===== src/rtl/alu_pkg.sv =====
// Shared ALU opcode encodings and types for the execute stage.
// No logic: constants and typedefs only.
// No flow control.
package alu_pkg;

    localparam int ALU_WIDTH = 32;

    typedef logic [1:0] alu_op_t;

    localparam alu_op_t ALU_NOR = 2'b00;
    localparam alu_op_t ALU_SLT = 2'b01;
    localparam alu_op_t ALU_ADD = 2'b10;
    localparam alu_op_t ALU_SUB = 2'b11;

    typedef struct packed {
        logic carry_out;
        logic zero;
        logic overflow;
        logic negative;
    } alu_flags_t;

endpackage


===== src/rtl/alu_adder32.sv =====
// Combinational WIDTH-bit adder, carry-lookahead inside 4-bit groups, groups chained.
// Latency: 0 cycles (pure combinational).
// No flow control.
module alu_adder32 #(
    parameter int WIDTH = 32
) (
    input  logic [WIDTH-1:0] a,
    input  logic [WIDTH-1:0] b,
    input  logic             cin,
    output logic [WIDTH-1:0] sum,
    output logic             cout,
    output logic             c_msb
);

    localparam int GROUPS = WIDTH / 4;

    logic [WIDTH-1:0] g;
    logic [WIDTH-1:0] p;
    logic [WIDTH:0]   c;

    assign g = a & b;
    assign p = a ^ b;

    // Each group resolves its internal carries from its own carry-in in two gate levels.
    always_comb begin
        c = '0;
        c[0] = cin;
        for (int grp = 0; grp < GROUPS; grp++) begin
            c[4*grp+1] = g[4*grp] | (p[4*grp] & c[4*grp]);
            c[4*grp+2] = g[4*grp+1] | (p[4*grp+1] & g[4*grp])
                       | (p[4*grp+1] & p[4*grp] & c[4*grp]);
            c[4*grp+3] = g[4*grp+2] | (p[4*grp+2] & g[4*grp+1])
                       | (p[4*grp+2] & p[4*grp+1] & g[4*grp])
                       | (p[4*grp+2] & p[4*grp+1] & p[4*grp] & c[4*grp]);
            c[4*grp+4] = g[4*grp+3] | (p[4*grp+3] & g[4*grp+2])
                       | (p[4*grp+3] & p[4*grp+2] & g[4*grp+1])
                       | (p[4*grp+3] & p[4*grp+2] & p[4*grp+1] & g[4*grp])
                       | (p[4*grp+3] & p[4*grp+2] & p[4*grp+1] & p[4*grp] & c[4*grp]);
        end
    end

    assign sum   = p ^ c[WIDTH-1:0];
    assign cout  = c[WIDTH];
    assign c_msb = c[WIDTH-1];

endmodule


===== src/rtl/alu_reg32.sv =====
// Execute-stage ALU (NOR/SLT/ADD/SUB) with carry, zero, overflow and negative flags.
// Latency: 1 cycle, all outputs registered; accepts a new operation every cycle.
// No backpressure; synchronous reset clears the output bank.
module alu_reg32
    import alu_pkg::*;
#(
    parameter int WIDTH = ALU_WIDTH
) (
    input  logic             clk,
    input  logic             rst,
    input  logic [WIDTH-1:0] bus_a,
    input  logic [WIDTH-1:0] bus_b,
    input  logic [1:0]       alu_control,
    output logic [WIDTH-1:0] result,
    output logic             carry_out,
    output logic             zero,
    output logic             overflow,
    output logic             negative
);

    alu_op_t          op;
    logic [WIDTH-1:0] b_eff;
    logic             cin;
    logic [WIDTH-1:0] sum;
    logic             cout;
    logic             c_msb;
    logic             add_ovf;

    logic [WIDTH-1:0] res_nxt;
    alu_flags_t       flags_nxt;

    assign op = alu_op_t'(alu_control);

    // SUB and SLT share the adder as A + ~B + 1; only ADD passes B straight through.
    assign cin   = (op != ALU_ADD);
    assign b_eff = cin ? ~bus_b : bus_b;

    alu_adder32 #(
        .WIDTH (WIDTH)
    ) u_adder (
        .a     (bus_a),
        .b     (b_eff),
        .cin   (cin),
        .sum   (sum),
        .cout  (cout),
        .c_msb (c_msb)
    );

    assign add_ovf = c_msb ^ cout;

    always_comb begin
        res_nxt            = '0;
        flags_nxt          = '0;
        case (op)
            ALU_NOR: res_nxt = ~(bus_a | bus_b);
            ALU_SLT: res_nxt = {{(WIDTH-1){1'b0}}, sum[WIDTH-1] ^ add_ovf};
            ALU_ADD, ALU_SUB: begin
                res_nxt            = sum;
                flags_nxt.carry_out = cout;
                flags_nxt.overflow  = add_ovf;
            end
            default: res_nxt = '0;
        endcase
        flags_nxt.zero     = (res_nxt == '0);
        flags_nxt.negative = res_nxt[WIDTH-1];
    end

    always_ff @(posedge clk) begin
        if (rst) begin
            result    <= '0;
            carry_out <= 1'b0;
            zero      <= 1'b0;
            overflow  <= 1'b0;
            negative  <= 1'b0;
        end else begin
            result    <= res_nxt;
            carry_out <= flags_nxt.carry_out;
            zero      <= flags_nxt.zero;
            overflow  <= flags_nxt.overflow;
            negative  <= flags_nxt.negative;
        end
    end

endmodule


===== config.mk =====
export PLATFORM = sky130hd
export DESIGN_NAME = alu_reg32
export DESIGN_NICKNAME = d
export VERILOG_FILES = /design/src/rtl/alu_pkg.sv /design/src/rtl/alu_adder32.sv /design/src/rtl/alu_reg32.sv
export SDC_FILE = /design/constraint.sdc
export NUM_CORES = 1
export LEC_CHECK = 0
export BUFFER_PORTS_ARGS = -buffer_cell sky130_fd_sc_hd__buf_2
export CORE_ASPECT_RATIO = 1.75
export CORE_MARGIN = 2
export CORE_UTILIZATION = 52
export CTS_BUF_LIST = sky130_fd_sc_hd__clkbuf_16
export CTS_CLUSTER_SIZE = 10
export DETAILED_ROUTE_END_ITERATION = 8
export GPL_ROUTABILITY_DRIVEN = 1
export PLACE_DENSITY_LB_ADDON = 0.25
export SLEW_MARGIN = 20
export SYNTH_ARGS = -nofsm -noshare
export SYNTH_HDL_FRONTEND = slang
export SYNTH_SLANG_ARGS = --single-unit

===== constraint.sdc =====
create_clock -name clk -period 7.1 [get_ports clk]
set_clock_uncertainty 0.05 [all_clocks]
set_input_delay 1.065 -clock clk [delete_from_list [all_inputs] [get_ports clk]]
set_output_delay 1.065 -clock clk [all_outputs]
set_load 0.05 [all_outputs]

==> impl_results.rst <==
.. list-table::
   :header-rows: 1

   * - Metric
     - Value
   * - Result of the run
     - finished clean
   * - Cell depth of the worst hold path
     - 4
   * - Number of vias after detailed routing
     - 3,298
   * - Setup repair after global routing missed its margin
     - false
   * - GR met1 Demand/Resource
     - 26.8%
   * - Clock sink total
     - 35
   * - I/O Buffers
     - 103
   * - Clock tree from TritonCTS
     - built
   * - Number of iterations in the first detailed-routing pass
     - 4
   * - Number of buffers added by the clock tree synthesis step
     - 5
   * - Max Freq
     - 170 MHz
   * - DRC violation count after routing
     - 0
   * - Setup tns final
     - 0 ns
   * - I/O pins
     - 104
   * - Share of flip-flops with an asynchronous set or reset after synthesis
     - 0%
   * - Placer congestion estimate
     - 0.927
   * - Share of post-route cells with drive strength above 1
     - 24.0%
   * - Cells after synthesis
     - 404
   * - Category of the critical setup timing path
     - input port to flip-flop
   * - HPWL reported at the end of detailed placement
     - 7720 um
   * - Buffer cell driving the clock tree root
     - clkbuf_16
   * - Max clock buf depth
     - 2
   * - Ranking of synthesized cells by area
     - dfxtp_1, ha_1, xnor2_1
   * - Tot GR Track Use
     - 28.0%
   * - Worst hold-check path type
     - input port to flip-flop
   * - Crit path largest cell delay
     - 0.54 ns
   * - Pwr dens
     - 222 nW/um2
   * - Met2 global-route usage
     - 54.7%
   * - Pins over their slew limit
     - 0
   * - Global route overflow
     - 0
   * - Number of global-route vias before repair
     - 3,245
   * - Violation count after the first detailed-route iteration
     - 192
   * - Most used routing layer in global routing
     - met2
   * - Largest net degree at the start of global routing
     - 42
   * - Critical path peak fanout
     - 16
   * - Worst Path Required
     - 7.27 ns
   * - Crit-path cells
     - buf_2, nor2b_4, buf_4, xnor2_1, ha_1, and4_1, and3_1, inv_1, o21ai_1, nor2_1, nor2b_1, nor2_1, fa_1, nand2_1, a2111oi_0, and4_1, nand3_1, nor4_1, nand3_1, nor3_1, nand4_1, nor4_1, and4_1
   * - Area added between synthesis and finish
     - 22.2%
   * - Core box area
     - 5930 um2
   * - Crit path max-delay cell type
     - fa_1
   * - Most numerous cell on the critical path
     - and4_1
   * - H-Tree Depth
     - 2
   * - Die Y-Extent
     - 108 um
   * - Number of setup buffers added after CTS
     - 0
   * - Cell type with the largest total area after synthesis
     - dfxtp_1
   * - Nature of the critical path endpoint
     - flip-flop
   * - Portion of the post-synthesis area used by sequential elements
     - 21.8%
   * - Count of inserted antenna diode cells
     - 0
   * - Prevailing post-synth register cell
     - dfxtp_1
   * - Maxcap violations
     - 0
   * - Die Footprint
     - 6850 um2
   * - Slew at the pin closest to its max-slew limit
     - 0.892 ns
   * - Leakage
     - 1.81 nW
   * - # nets final
     - 608
   * - Average cell area after synthesis
     - 7.95 um2
   * - Yosys cell types
     - 45
   * - Final period demand of the worst path
     - 5.88 ns
   * - Met3 GRT Util
     - 4.37%
   * - Area share of the leading cell type in the synthesized netlist
     - 21.8%
   * - Mean routed wirelength per cell
     - 16.4 um
   * - Total of flip-flops plus latches after synthesis
     - 35
   * - FP Rows
     - 37
   * - Syn nets
     - 512
   * - Global-route wire length before repair
     - 14,700 um
   * - Minimum hold slack
     - 1.08 ns
   * - Number of enable-type register cells in the synthesized netlist
     - 0
   * - Finished Core Util
     - 66.3%
   * - Initial cell density of the core
     - 54.2%
   * - Startpoint types
     - input port
   * - Period utilization
     - 82.8%
   * - Yosys Warn Count
     - 0
   * - Post-DRT Antenna Nets
     - 0
   * - Number of antenna violations at the first check in global routing
     - 0
   * - Total Wirelength
     - 9470 um
   * - Clock transition at path regs
     - 0.06 ns
   * - Post-CTS Hold Buffers
     - 0
   * - Overall die width
     - 63.4 um
   * - Worst slew margin relative to its limit
     - 39.0%
   * - Maximum VDD drop
     - 0.122 mV
   * - Number of failing hold endpoints at the final stage
     - 0
   * - Final setup violation count
     - 0
   * - Cts repair resizes
     - 0
   * - Vias per std cell
     - 5.70
   * - WP data arrival
     - 6.05 ns
   * - Total standard cell area after synthesis
     - 3210 um2
-- final cells by class --
class | count | area, um2
multi-input cells | 330 | 2370
fillers | 573 | 2000
flip-flops and latches | 35 | 701
repair buffers | 106 | 538
clock buffers | 5 | 125
well taps | 78 | 97.6
inverters | 22 | 82.6
clock inverters | 3 | 16.3
-- cells by family (layout without fill, tap and decap cells) --
family          after synthesis  after routing  synth area share (%)
fa+ha+maj                    40             40                  17.2
simple gates                144            144                  21.7
compound gates               90             90                  19.1
mux                           3              3                 0.935
buf+inv                      39            136                  4.79
xor+xnor                     53             53                  14.4
flops                        35             35                  21.8
-- state kept, by name, summed over array words and instances (netlist names) --
register and flops:
carry_out 1, overflow 1, result 32, zero 1
-- final timing paths --
| path | to | slack [ns] | from |
|---|---|---|---|
| worst max-delay path | zero$_SDFF_PP0_ | 1.22 | alu_control[0] |
| worst min-delay path | result[18]$_SDFF_PP0_ | 1.08 | bus_a[18] |
-- cells in the mapped netlist, types with 3 or more instances --
library cell and number:
o21a_1 3, nor2_1 44, o32a_1 3, nor2b_1 10, dfxtp_1 35, a211oi_1 3, a21o_1 7, a31oi_1 3
nor4_1 6, nand2_1 24, xor2_1 8, ha_1 33, nor3_1 28, inv_1 22, o21ai_0 10, fa_1 7
and4_1 6, o32ai_1 5, o21ai_1 3, xnor2_1 45, clkbuf_1 14, nand3_1 10, nand4_1 4, or3_1 4
a21oi_1 35, mux2i_1 3, and3_1 3
-- metal layers --
layer | routed length (um) | vias to the layer above | part of all wire [%]
met5 | 0 | - | 0
met4 | 445 | 0 | 4.7
met3 | 378 | 34 | 4.0
met2 | 5270 | 105 | 56
met1 | 3380 | 1526 | 36
li1 | - | 1633 | -
-- layout by cell type (no fill, tap or decap), types with 2 or more instances in the layout --
cell / netlist / routed
or2_2: 2 / 2
a211oi_1: 3 / 3
a21o_1: 7 / 7
nand2_1: 24 / 24
o32ai_1: 5 / 5
a31oi_4: 2 / 2
o211ai_1: 2 / 2
ha_1: 33 / 33
buf_2: 0 / 103
nor2_1: 44 / 44
nand4_1: 4 / 4
or3_1: 4 / 4
o31ai_1: 2 / 2
and4_1: 6 / 6
a221oi_1: 2 / 2
nor3_1: 28 / 28
inv_1: 22 / 23
o21a_1: 3 / 3
and3_1: 3 / 3
xnor2_1: 45 / 45
a2111oi_0: 2 / 2
o32a_1: 3 / 3
buf_4: 2 / 3
o21ai_1: 3 / 3
mux2i_1: 3 / 3
xor2_1: 8 / 8
a21oi_1: 35 / 35
o21ai_0: 10 / 10
clkbuf_16: 0 / 5
nand2b_1: 2 / 2
nand3_1: 10 / 10
nor4_1: 6 / 6
nor2b_1: 10 / 9
dfxtp_1: 35 / 35
fa_1: 7 / 7
a31oi_1: 3 / 3
-- power by group --
group | internal, mW | leakage, nW | total (mW) | switching (mW)
clock | 0.128 | 0.0710 | 0.212 | 0.0837
sequential | 0.218 | 0.288 | 0.223 | 0.00450
combinational | 0.157 | 1.45 | 0.438 | 0.281
-- per-stage QoR --
step / instances / area (um2) / power (mW) / worst slack (ns)
after CTS: 579 / 3930 / 0.874 / 1.25
after detailed placement: 571 / 3780 / 0.661 / 1.01
final: 579 / 3930 / 0.873 / 1.22
after global routing: 579 / 3930 / 0.921 / 0.616
after floorplan: 404 / 3210 / 0.549 / 1.68
after global placement: 571 / 3780 / 0.657 / 1.18
-- worst max-delay path: cells and delay by family --
| family | cells | cell delay (ns) |
|---|---|---|
| AO/OA/AOI/OAI | 2 | 0.54 |
| XOR/XNOR | 1 | 0.09 |
| adder cells (fa/ha/maj) | 2 | 0.91 |
| buffers and inverters | 3 | 0.56 |
| AND/OR/NAND/NOR | 15 | 2.89 |
Power figures use the tool's default switching activity.
